File: config.mk
export PLATFORM = sky130hd
export DESIGN_NAME = ifu_fetch_flat
export DESIGN_NICKNAME = d
export VERILOG_FILES = /design/src/rtl/ifu_fetch_if.sv /design/src/rtl/ifu_fetch.sv /design/src/flat_wrapper.sv
export SDC_FILE = /design/constraint.sdc
export NUM_CORES = 1
export LEC_CHECK = 0
export BUFFER_PORTS_ARGS = -buffer_cell sky130_fd_sc_hd__buf_2
export CELL_PAD_IN_SITES_DETAIL_PLACEMENT = 1
export CELL_PAD_IN_SITES_GLOBAL_PLACEMENT = 1
export CORE_MARGIN = 2
export CORE_UTILIZATION = 36
export CTS_CLUSTER_DIAMETER = 80
export DETAILED_ROUTE_END_ITERATION = 10
export MAX_ROUTING_LAYER = met4
export PLACE_DENSITY = 0.86
export SYNTH_ARGS = -nofsm -noshare
export SYNTH_HDL_FRONTEND = slang
export SYNTH_SLANG_ARGS = --single-unit
File: constraint.sdc
create_clock -name clk -period 2.4 [get_ports clk]
set_input_delay 0.72 -clock clk [delete_from_list [all_inputs] [get_ports clk]]
set_output_delay 0.72 -clock clk [all_outputs]
set_load 0.1 [all_outputs]
File: src/rtl/ifu_fetch_if.sv
// Instruction-memory read channel between the fetch unit (master) and instruction memory (slave).
// Handshake: a beat moves on a rising edge where valid and ready are both high; valid never waits on ready.
interface ifu_fetch_if;
  logic        imem_arvalid;
  logic [31:0] imem_araddr;
  logic        imem_arready;
  logic        imem_rvalid;
  logic [31:0] imem_rdata;
  logic [1:0]  imem_rresp;
  logic        imem_rready;

  modport master (
    output imem_arvalid, imem_araddr, imem_rready,
    input  imem_arready, imem_rvalid, imem_rdata, imem_rresp
  );

  modport slave (
    input  imem_arvalid, imem_araddr, imem_rready,
    output imem_arready, imem_rvalid, imem_rdata, imem_rresp
  );
endinterface

File: src/rtl/ifu_fetch.sv
// Multicycle RV32 instruction fetch: holds the PC, reads one instruction per retire over
// the imem channel and offers it to decode; every output comes straight from a register.
module ifu_fetch #(
  parameter logic [31:0] RESET_PC = 32'h8000_0000
) (
  input  logic               clk,
  input  logic               rst,
  ifu_fetch_if.master        imem,
  output logic [31:0]        real_ins,
  output logic [31:0]        pc,
  output logic               ifu_valid,
  input  logic               idu_ready,
  input  logic               pc_update,
  input  logic [31:0]        next_pc,
  output logic               fetch_err,
  output logic [31:0]        fetch_cnt,
  output logic [2:0]         state
);

  typedef enum logic [2:0] {
    BOOT = 3'd0,
    REQ  = 3'd1,
    WAIT = 3'd2,
    HOLD = 3'd3,
    EXEC = 3'd4,
    ERR  = 3'd5
  } state_t;

  state_t st;
  logic   arvalid;
  logic   rready;
  logic   next_bad;

  assign imem.imem_arvalid = arvalid;
  assign imem.imem_araddr  = pc;
  assign imem.imem_rready  = rready;
  assign state             = st;
  assign next_bad          = (next_pc[1:0] != 2'b00);

  always_ff @(posedge clk or negedge rst) begin
    if (!rst) begin
      st        <= BOOT;
      pc        <= RESET_PC;
      real_ins  <= 32'd0;
      fetch_cnt <= 32'd0;
      fetch_err <= 1'b0;
      arvalid   <= 1'b0;
      rready    <= 1'b0;
      ifu_valid <= 1'b0;
    end else begin
      case (st)
        BOOT: begin
          if (pc[1:0] != 2'b00) begin
            fetch_err <= 1'b1;
            st        <= ERR;
          end else begin
            arvalid <= 1'b1;
            st      <= REQ;
          end
        end

        REQ: begin
          if (imem.imem_arready) begin
            arvalid <= 1'b0;
            rready  <= 1'b1;
            st      <= WAIT;
          end
        end

        WAIT: begin
          if (imem.imem_rvalid) begin
            rready <= 1'b0;
            if (imem.imem_rresp == 2'b00) begin
              real_ins  <= imem.imem_rdata;
              fetch_cnt <= fetch_cnt + 32'd1;
              ifu_valid <= 1'b1;
              st        <= HOLD;
            end else begin
              fetch_err <= 1'b1;
              st        <= ERR;
            end
          end
        end

        HOLD: begin
          if (idu_ready) begin
            ifu_valid <= 1'b0;
            // A retire coincident with the transfer skips EXEC and refetches at once.
            if (pc_update) begin
              pc <= next_pc;
              if (next_bad) begin
                fetch_err <= 1'b1;
                st        <= ERR;
              end else begin
                arvalid <= 1'b1;
                st      <= REQ;
              end
            end else begin
              st <= EXEC;
            end
          end
        end

        EXEC: begin
          if (pc_update) begin
            pc <= next_pc;
            if (next_bad) begin
              fetch_err <= 1'b1;
              st        <= ERR;
            end else begin
              arvalid <= 1'b1;
              st      <= REQ;
            end
          end
        end

        ERR: begin
          arvalid   <= 1'b0;
          rready    <= 1'b0;
          ifu_valid <= 1'b0;
          fetch_err <= 1'b1;
        end

        default: begin
          arvalid   <= 1'b0;
          rready    <= 1'b0;
          ifu_valid <= 1'b0;
          fetch_err <= 1'b1;
          st        <= ERR;
        end
      endcase
    end
  end

endmodule

File: src/flat_wrapper.sv
// flat-port wrapper written by rule: the top's interface ports become plain ports
module ifu_fetch_flat 
#(
  parameter logic [31:0] RESET_PC = 32'h8000_0000
)
  (clk, rst, real_ins, pc, ifu_valid, idu_ready, pc_update, next_pc, fetch_err, fetch_cnt, state, imem_imem_arvalid, imem_imem_araddr, imem_imem_rready, imem_imem_arready, imem_imem_rvalid, imem_imem_rdata, imem_imem_rresp);
  ifu_fetch_if imem_i ();
  input  logic clk;
  input  logic rst;
  output logic [31:0] real_ins;
  output logic [31:0] pc;
  output logic ifu_valid;
  input  logic idu_ready;
  input  logic pc_update;
  input  logic [31:0] next_pc;
  output logic fetch_err;
  output logic [31:0] fetch_cnt;
  output logic [2:0] state;
  output wire logic [$bits(imem_i.imem_arvalid)-1:0] imem_imem_arvalid;
  output wire logic [$bits(imem_i.imem_araddr)-1:0] imem_imem_araddr;
  output wire logic [$bits(imem_i.imem_rready)-1:0] imem_imem_rready;
  input wire logic [$bits(imem_i.imem_arready)-1:0] imem_imem_arready;
  input wire logic [$bits(imem_i.imem_rvalid)-1:0] imem_imem_rvalid;
  input wire logic [$bits(imem_i.imem_rdata)-1:0] imem_imem_rdata;
  input wire logic [$bits(imem_i.imem_rresp)-1:0] imem_imem_rresp;
  assign imem_imem_arvalid = imem_i.imem_arvalid;
  assign imem_imem_araddr = imem_i.imem_araddr;
  assign imem_imem_rready = imem_i.imem_rready;
  assign imem_i.imem_arready = imem_imem_arready;
  assign imem_i.imem_rvalid = imem_imem_rvalid;
  assign imem_i.imem_rdata = imem_imem_rdata;
  assign imem_i.imem_rresp = imem_imem_rresp;
  ifu_fetch #(.RESET_PC(RESET_PC)) u_core (.clk(clk), .rst(rst), .imem(imem_i), .real_ins(real_ins), .pc(pc), .ifu_valid(ifu_valid), .idu_ready(idu_ready), .pc_update(pc_update), .next_pc(next_pc), .fetch_err(fetch_err), .fetch_cnt(fetch_cnt), .state(state));
endmodule
Yosys cells after proc, flatten, opt, wreduce, memory -nomap -nowiden --
Index checks and enable logic that the tools add are counted.
Cells by class: add/subtract/negate cells 1, multipliers 0, divide/modulo/power cells 0, magnitude comparators 0, equality and inequality tests 13, shift-type cells 0, mux-type cells 32, bitwise logic cells 5, reduce and logical (&&, ||, !) cells 14
Operators by type and width (count):
- $mux 32 | 2
- $pmux 32 s2 | 1
- $add 32x1->32 const B | 1
- $mux 3 | 8
- $pmux 3 s6 | 1
- $mux 1 | 16
- $ne 2x2->1 const B | 6
- $pmux 1 s5 | 2
- $reduce_and 5->1 | 2
- $reduce_and 4->1 | 2
- $eq 3x2->1 const B | 2
- $eq 3x3->1 const B | 2
- $pmux 1 s3 | 2
- $reduce_and 3->1 | 2
- $reduce_bool 2->1 | 3
- $reduce_or 3->1 | 2
- $not 1->1 | 5
- $ne 2x1->1 const B | 2
- $eq 3x1->1 const B | 1
- $logic_not 3->1 | 1
- $logic_not 2->1 | 1
- $reduce_and 2->1 | 1
Word-level totals: flip-flop bits (word level) 103, bits in latches 0, bits in writable memories 0, memory bits (read-only) 0, bits of input ports 72, output and inout bits 135, logic and storage cells 73, memories kept 0

Logic depth before layout (Yosys ltp) --
Gate-level depths: netlist (run 1).
depth after elaboration 5, gate-level depth with buffers 7, gate-level depth less buffers 5

Least setup slack after synthesis (run 1) --
No wires, ideal clock.
kind register -> register, from register u_core.st[2] (netlist: u_core.state[2]), to register u_core.pc[1] (netlist: u_core.imem.imem_araddr[1]), setup time 0.126 ns, data arrival time 2.326 ns, data required time 2.274 ns, setup slack -0.052 ns, cell stages (with the launch flop) 7, path buffers 2, cell sequence dfrtp_1 -> buf_2 -> and2b_1 -> a32o_1 -> nand2_1 -> buf_4 -> mux2_2
Between the ends: cells in the longest elaborated chain, start to end 3, elaborated cells on any way between the ends 6
RTL lines:
- from (decl) | RTL line ifu_fetch.sv:29 | state_t st;
- from (signal assigned) | RTL line ifu_fetch.sv:42 | st <= BOOT;
- from (signal assigned) | RTL line ifu_fetch.sv:55 | st <= ERR;
- from (signal assigned) | RTL line ifu_fetch.sv:58 | st <= REQ;
- $eq 3x2->1 or $eq 3x3->1 (tied branches) | RTL line ifu_fetch.sv:51 | case (st)
- $ne 2x2->1 (no source line) or $reduce_bool 2->1 (tied branches)
- $reduce_and 2->1 (no source line)
- to (signal assigned) | RTL line ifu_fetch.sv:90 | pc <= next_pc;
- to (signal assigned) | RTL line ifu_fetch.sv:106 | pc <= next_pc;
- to (decl) | RTL line ifu_fetch.sv:10 | output logic [31:0] pc,
Several ways; a longest one is shown, not always the timed one. A chain may end at the register's enable or synchronous reset.

Worst setup path after layout (run 1) --
from register u_core.st[0] (netlist: u_core.state[0]), to output state[0]
RTL lines:
- to (decl) | RTL line flat_wrapper.sv:18 | output logic [2:0] state;
No word-level cell between the ends.

==> results by group, run 1 <==
Layout
  • Fillers: ~1.4k
  • ANT cells: 0
  • Cell area after layout: just under 6000 um2
  • Share of cells above drive strength 1: 0.574
  • Layout area overhead: 29.8%
  • Fin nets: roughly 610

Critical path
  • Worst path bufs/invs: 1
  • CP Max Fanout: 9
  • CP Launch Type: flip-flop
  • Slowest stage cell on the critical path: dfrtp_1
  • WS Path Type: reg2out
  • CP Cell Sequence: buf_2
  • WP data arrival: approximately 1.4 ns
  • CP Launch Point: u_core.state[0]
  • Setup crit end kind: primary output
  • Top delay family on crit path: flip-flops
  • R2R Path Start: u_core.state[0]
  • CP max stage delay: between 0.5 and 0.6 ns
  • CP required: roughly 1.7 ns

Timing
  • Endpoints failing hold: 0
  • Hold slack final: roughly 0.33 ns
  • Worst slew pin tran: between 0.6 and 0.7 ns
  • Max-slew violation count: 0
  • Final Critical Period: 2.11 ns
  • Setup Skew: 0.00390 ns
  • Fmax: between 400 and 500 MHz
  • Slew headroom: 0.549
  • Tcrit/Tclk final: 0.878
  • Setup TNS: 0 ns
  • RSZ-0062 raised after global routing: no
  • Final setup vio count: 0

Run
  • Max-cap violations: 0

Synthesis
  • Post-synth cell types: 44
  • Synth top area cells: dfrtp_1, mux2_2, buf_4
  • Syn_nets: 426
  • Top cell type's share of synthesized area: 0.555
  • Synth area leader: dfrtp_1
  • Synthesized area: 4600 um2
  • EDFF count, synth: 0
  • Main synth FF type: dfrtp_1
  • Syn Inst Count: ~350
  • Mean Syn Cell Area: 13.0 um2
  • Asr flop ratio synth: 1.00
  • Post-synthesis sequential area ratio: 0.561
  • Synthesis-stage register bit count: between 100 and 150
  • Synth warnings: 0

Global route
  • Global-route wire length before repair: 18.3 mm
  • Initial antenna violation count: 0
  • Largest net degree at the start of global routing: 44
  • Vias in the first global route: 3650
  • Gr ovfl total: 0
  • GRT Util Overall: 0.179

Placed design
  • Placed cell areas: ~5600 um2
  • IO Port Bufs: 206
  • Final Wtd Congestion: about 0.83
  • Hpwl dp: roughly 9 mm

Floorplanning
  • # IOs: 207
  • Initial Util: 0.366
  • Die footprint: between 10000 and 15000 um2
  • Core Region: 12600 um2
  • Die Height: 117 um
  • Die Wd: roughly 120 um
  • Rows: 41

CTS
  • CTS tree: built
  • Post-CTS Hold Fix Bufs: 0
  • Clk root buf: clkbuf_16
  • Num CTS Buffers: 9
  • Clock Latency Late Sink: 0.34 ns
  • Post-CTS Resized: 0
  • H-Tree Depth: 3
  • CTS sink cnt: a little over 100
  • Clock Path Buffers: 2
  • CTS clk-pin slew, worst paths: 0.07 ns
  • Post-CTS Setup Bufs: 0

Drt
  • Post-DR wirelength/cell: between 15 and 20 um
  • 1st-iter DRT viols: roughly 130
  • Detailed-route wire length: between 10 and 15 mm
  • Via Count: 3439
  • Residual DRC: 0
  • DRT Pass-1 Iters: 4
  • DR vias/cell: roughly 4.8
  • ANT nets after route: 0

Status
  • Status: complete, no violations

Min path
  • Hold Crit Class: in2async
-- sequential cells by signal, summed over array words and instances (netlist names) --
register and cells:
u_core.imem.imem_rready 1, u_core.fetch_cnt 32, u_core.ifu_valid 1, u_core.imem.imem_arvalid 1
u_core.state 3, u_core.fetch_err 1, u_core.imem.imem_araddr 32, u_core.real_ins 32
-- cell type report --
cell class / instances / area (um2) / area share
flip-flops and latches: 103 / 2580 / 0.432
multi-input cells: 202 / 1680 / 0.281
repair buffers: 217 / 1150 / 0.193
clock buffers: 10 / 239 / 0.0401
well taps: 172 / 215 / 0.0361
clock inverters: 6 / 92.6 / 0.0155
inverters: 2 / 7.51 / 0.00126
-- Yosys cell counts, types with 3 or more instances --
| master | instances |
|---|---|
| a21oi_1 | 4 |
| dfrtp_1 | 102 |
| o21ai_0 | 7 |
| and4_1 | 4 |
| xnor2_1 | 29 |
| clkbuf_1 | 3 |
| nand3_1 | 13 |
| and3_1 | 3 |
| nand2_1 | 18 |
| mux2_2 | 67 |
| buf_4 | 38 |
| buf_2 | 3 |
| nand4_1 | 17 |
| nor2_1 | 6 |
-- final timing paths --
check / slack [ns] / to / depth (start not counted)
max in group asynchronous: 1.42 / u_core.state[2] / 2
hold reg to reg: 0.45 / u_core.fetch_err / 1
setup reg to reg: 0.54 / u_core.fetch_cnt[26] / 5
hold / removal: 0.33 / u_core.fetch_cnt[16] / 1
min in group clk: 0.45 / u_core.fetch_err / 1
setup / recovery: 0.29 / state[0] / 1
-- cell families after synthesis --
| kind of cell | count (synthesis) | share of synthesized area |
|---|---|---|
| compound gates | 23 | 0.0332 |
| xor+xnor | 31 | 0.0591 |
| fa+ha+maj | 2 | 0.00490 |
| buf+inv | 48 | 0.0743 |
| flops | 103 | 0.561 |
| mux | 67 | 0.164 |
| simple gates | 79 | 0.103 |
-- layer usage --
metal | GRT usage | vias to the layer above | part of all wire
met5 | - | - | 0
met4 | 0.0643 | 0 | 0.014
met3 | 0.0360 | 14 | 0.056
met2 | 0.326 | 124 | 0.55
met1 | 0.195 | 1729 | 0.38
li1 | - | 1572 | -
-- cell usage in the layout (no fill, tap or decap), types with 3 or more instances in the layout --
master     synthesis  final
nor2_1             6      6
a21oi_1            4      4
buf_4             38      9
nand4_1           17     17
o21ai_0            7      7
buf_12             0      3
clkbuf_16          0      9
nand2_1           18     18
xnor2_1           29     29
dfrtp_1          102    101
and4_1             4      4
mux2_2            67     67
buf_2              3    205
nand3_1           13     13
-- per-stage QoR --
| step | utilization | setup slack (ns) | instances |
|---|---|---|---|
| after floorplan | - | 0.0741 | 353 |
| after global placement | 0.448 | 0.291 | 696 |
| after detailed placement | 0.448 | 0.243 | 696 |
| after CTS | 0.475 | 0.267 | 712 |
| after global routing | 0.475 | 0.249 | 712 |
| final | 0.475 | 0.292 | 712 |
Power of run 1 is not shown: default switching activity piles up to over one toggle a cycle in this logic, so the estimate is an artifact.
==> run 2, diff against run 1 <==
Settings changed: CORE_UTILIZATION 36 to 38, GPL_TIMING_DRIVEN set to 0, PLACE_DENSITY 0.86 to 0.9.
Clock period 2.4 ns to 2.5 ns, I/O delays scaled along.
==> run 2 against run 1 <==
  * Sequential share of layout area shrank 1.3 points
  * Routed wire length grew 2.1%
  * Setup slack gained 0.044 ns
  * Non-clock buffer count grew 36
  * Register-to-register slack lost 0.08 ns
  * Critical path type unchanged
  * Largest cell class unchanged
==> results by group, run 2 (synthesis results as in run 1) <==
Drt
  • ANT nets after route: 0
  • DRT Pass-1 Iters: 4
  • DR vias/cell: about 5.0
  • Residual DRC: 0
  • Detailed-route wire length: between 10 and 15 mm
  • Via Count: about 3.6k
  • Post-DR wirelength/cell: 16.7 um
  • 1st-iter DRT viols: approximately 160

CTS
  • Post-CTS Hold Fix Bufs: 0
  • CTS tree: built
  • Clock Path Buffers: 2
  • Num CTS Buffers: 9
  • Post-CTS Setup Bufs: 0
  • Post-CTS Resized: 0
  • CTS sink cnt: just over 100
  • Clk root buf: clkbuf_16
  • H-Tree Depth: 3
  • Clock Latency Late Sink: 0.35 ns
  • CTS clk-pin slew, worst paths: ~0.07 ns

Run
  • Max-cap violations: 0

Timing
  • Endpoints failing hold: 0
  • Worst slew pin tran: 0.636 ns
  • Fmax: ~460 MHz
  • Slew headroom: 0.576
  • Final Critical Period: between 2 and 2.5 ns
  • Final setup vio count: 0
  • RSZ-0062 raised after global routing: no
  • Max-slew violation count: 0
  • Tcrit/Tclk final: 0.866
  • Setup Skew: about 0.0078 ns
  • Setup TNS: 0 ns

Floorplanning
  • Core Region: approximately 12000 um2
  • Die Wd: between 100 and 150 um
  • Initial Util: 0.386
  • Die Height: between 100 and 150 um
  • Rows: 40
  • # IOs: between 200 and 250
  • Die footprint: 13000 um2

Critical path
  • Top delay family on crit path: flip-flops
  • Worst path bufs/invs: 2
  • WS Path Type: reg2out
  • CP required: between 1.5 and 2 ns
  • CP Launch Type: flip-flop
  • Slowest stage cell on the critical path: dfstp_2
  • CP Cell Sequence: buf_4 -> buf_2
  • WP data arrival: about 1.4 ns
  • CP max stage delay: 0.55 ns
  • CP Max Fanout: 3
  • Setup crit end kind: primary output

Status
  • Status: complete, no violations

Min path
  • Hold Crit Class: in2async

Layout
  • Fillers: between 1k and 1.5k
  • Fin nets: 644
  • ANT cells: 0
  • Commonest non-fill, non-tap cell in the layout: buf_2
  • Most frequent cells in the layout: buf_2, dfrtp_1, mux2_2
  • Share of cells above drive strength 1: 0.590
  • Layout area overhead: 33.7%

Global route
  • GRT Util Overall: 0.191
  • Global-route wire length before repair: approximately 19 mm
  • Gr ovfl total: 0
  • Vias in the first global route: 3749
  • Largest net degree at the start of global routing: 58
  • Initial antenna violation count: 0

Placed design
  • Final Wtd Congestion: about 0.87
  • IO Port Bufs: ~210
  • Hpwl dp: ~9.5 mm
-- run 2: layout make-up --
cell class                 instances  area, um2  share of cell area
sequential                       103       2580               0.419
multi-input combinational        202       1680               0.273
timing repair buffer             207       1060               0.173
buffer                            46        334              0.0543
clock buffer                      10        229              0.0372
tap                              147        184              0.0299
clock inverter                     6       76.3              0.0124
inverter                           2       7.51             0.00122
-- run 2: worst paths after layout --
kind / from / to / slack [ns] / cells after the start
max in group asynchronous: rst / u_core.real_ins[2] / 1.38 / 2
min in group clk: u_core.fetch_err / u_core.fetch_err / 0.47 / 1
hold / removal: rst / u_core.fetch_cnt[16] / 0.42 / 1
setup reg to reg: u_core.state[2] / u_core.real_ins[28] / 0.46 / 6
hold reg to reg: u_core.fetch_err / u_core.fetch_err / 0.47 / 1
setup / recovery: u_core.imem.imem_araddr[31] / pc[31] / 0.34 / 2
-- run 2: per-layer routing --
layer  global-route usage  vias up  part of all wire
li1                     -     1656                 -
met1                0.210     1808              0.38
met2                0.333      146              0.53
met3               0.0425       22             0.060
met4               0.0837        0             0.023
met5                    -        -                 0
-- run 2: worst register-to-register path, cell delays in order, from the launching register on --
cell     delay (ns)
dfrtp_1        0.37
buf_2          0.17
and2b_1        0.32
and3_1         0.28
buf_4          0.22
buf_4          0.21
mux2_2         0.35
-- run 2: through the flow --
stage / hold WS [ns] / setup slack (ns) / instances / instance area, um2 / utilization
final: 0.417 / 0.336 / 723 / 6150 / 0.516
after global routing: 0.463 / 0.292 / 723 / 6150 / 0.516
after detailed placement: 0.459 / 0.129 / 707 / 5840 / 0.490
after global placement: 0.454 / -0.367 / 706 / 5810 / 0.488
after CTS: 0.434 / 0.310 / 723 / 6150 / 0.516
after floorplan: 0.454 / 0.0477 / 353 / 4600 / -
Power of run 2 is left out for the same reason.
==> run 3, diff against run 2 <==
Settings changed: CORE_UTILIZATION 38 to 36, PLACE_DENSITY 0.9 to 0.86.
Clock period 2.5 ns to 2 ns, I/O delays scaled along.
==> run 3 against run 2 <==
  * Critical path depth shrank 1
  * Register-to-register slack worse by 0.34 ns
  * First-iteration DRC count down 29%
  * Routed wire length is 1.1% lower
  * Sequential share of layout area shrank 0.45 points
  * Final cell count grew 3.6%
  * Critical endpoint is now imem_imem_araddr[31]
  * Largest cell class unchanged
==> results by group, run 3 (synthesis results as in run 1) <==
Critical path
  • WP data arrival: roughly 1.3 ns
  • CP required: approximately 1.4 ns
  • Worst path bufs/invs: 1
  • WS Path Type: reg2out
  • CP Cell Sequence: buf_2
  • CP max stage delay: around 0.54 ns
  • CP Launch Type: flip-flop
  • Top delay family on crit path: flip-flops
  • CP Max Fanout: 3
  • Setup crit end kind: primary output
  • Slowest stage cell on the critical path: dfstp_2

Global route
  • Initial antenna violation count: 0
  • Vias in the first global route: roughly 3.8k
  • Largest net degree at the start of global routing: between 50 and 60
  • GRT Util Overall: 0.182
  • Gr ovfl total: 0
  • Global-route wire length before repair: 18.6 mm

Timing
  • Max-slew violation count: 0
  • Setup Skew: 0.0105 ns
  • Final setup vio count: 0
  • Tcrit/Tclk final: 0.952
  • Worst slew pin tran: ~0.62 ns
  • Fmax: about 530 MHz
  • RSZ-0062 raised after global routing: no
  • Endpoints failing hold: 0
  • Slew headroom: 0.586
  • Final Critical Period: 1.90 ns

CTS
  • CTS tree: built
  • CTS sink cnt: 103
  • Num CTS Buffers: 9
  • Clk root buf: clkbuf_16
  • Clock Path Buffers: 2
  • CTS clk-pin slew, worst paths: around 0.070 ns
  • Clock Latency Late Sink: ~0.35 ns
  • H-Tree Depth: 3

Floorplanning
  • Die Height: between 100 and 150 um
  • Initial Util: 0.366
  • # IOs: around 210
  • Core Region: 12600 um2
  • Die footprint: about 14000 um2
  • Die Wd: around 120 um
  • Rows: 41

Layout
  • Share of cells above drive strength 1: 0.639
  • Fin nets: 644
  • Commonest non-fill, non-tap cell in the layout: buf_2
  • Most frequent cells in the layout: buf_2, dfrtp_1, mux2_2
  • Finished Layout Cells: between 700 and 800
  • Layout area overhead: 37.0%

Placed design
  • Final Wtd Congestion: around 0.9
  • IO Port Bufs: between 200 and 250
  • Placed instance count: between 700 and 800
  • Hpwl dp: 9.32 mm

Drt
  • Via Count: around 3.6k
  • 1st-iter DRT viols: approximately 120
  • Detailed-route wire length: 11.9 mm
  • Post-DR wirelength/cell: ~16 um
  • DR vias/cell: about 4.8
  • Residual DRC: 0
  • DRT Pass-1 Iters: 4
  • ANT nets after route: 0

Run
  • Max-cap violations: 0

Min path
  • Hold Crit Class: in2async

Status
  • Status: complete, no violations
run 3: metal layers:
| layer | up-vias | part of all wire | GRT usage |
|---|---|---|---|
| li1 | 1649 | - | - |
| met2 | 128 | 0.54 | 0.324 |
| met1 | 1779 | 0.39 | 0.197 |
| met5 | - | 0 | - |
| met4 | 0 | 0.019 | 0.0753 |
| met3 | 16 | 0.056 | 0.0376 |
run 3: area by class of cell:
| cell class | count | area [um2] |
|---|---|---|
| Antenna cell | 1 | 2.50 |
| Inverter | 2 | 7.51 |
| Sequential cell | 103 | 2610 |
| Fill cell | 1384 | 6270 |
| Multi-Input combinational cell | 202 | 1700 |
| Buffer | 44 | 333 |
| Clock buffer | 11 | 243 |
| Clock inverter | 5 | 106 |
| Tap cell | 172 | 215 |
| Timing Repair Buffer | 209 | 1080 |
run 3: path summary, 6_finish.rpt:
path	from	endpoint	slack, ns	cells after the start
setup / recovery	u_core.imem.imem_araddr[31]	imem_imem_araddr[31]	0.1	1
hold / removal	rst	u_core.state[1]	0.27	1
setup reg to reg	u_core.state[2]	u_core.imem.imem_araddr[17]	0.12	6
hold reg to reg	u_core.fetch_err	u_core.fetch_err	0.46	1
max in group asynchronous	rst	u_core.fetch_cnt[0]	1.02	2
min in group clk	u_core.fetch_err	u_core.fetch_err	0.46	1
run 3: stage by stage:
| step | worst slack (ns) | area, um2 | util | setup TNS [ns] | hold slack (ns) |
|---|---|---|---|---|---|
| 3_5_place_dp | -0.191 | 5930 | 0.472 | -2.67 | 0.447 |
| 4_1_cts | 0.00346 | 6300 | 0.501 | 0 | 0.293 |
| 2_1_floorplan | -0.0845 | 4660 | - | -0.363 | 0.304 |
| 6_report | 0.0955 | 6300 | 0.501 | 0 | 0.274 |
| 5_1_grt | 0.0272 | 6300 | 0.501 | 0 | 0.316 |
| 3_3_place_gp | -1.10 | 5900 | 0.470 | -86.07 | 0.441 |
run 3: timing repair:
item / in CTS / in global routing
setup endpoints to repair: 9 / 12
gates resized for setup: 4 / 2
gates cloned: 1 / 0
pin swaps: 4 / 1
hold buffers: 0 / 0
buffers inserted: 1 / 0
Power of run 3 is left out for the same reason.
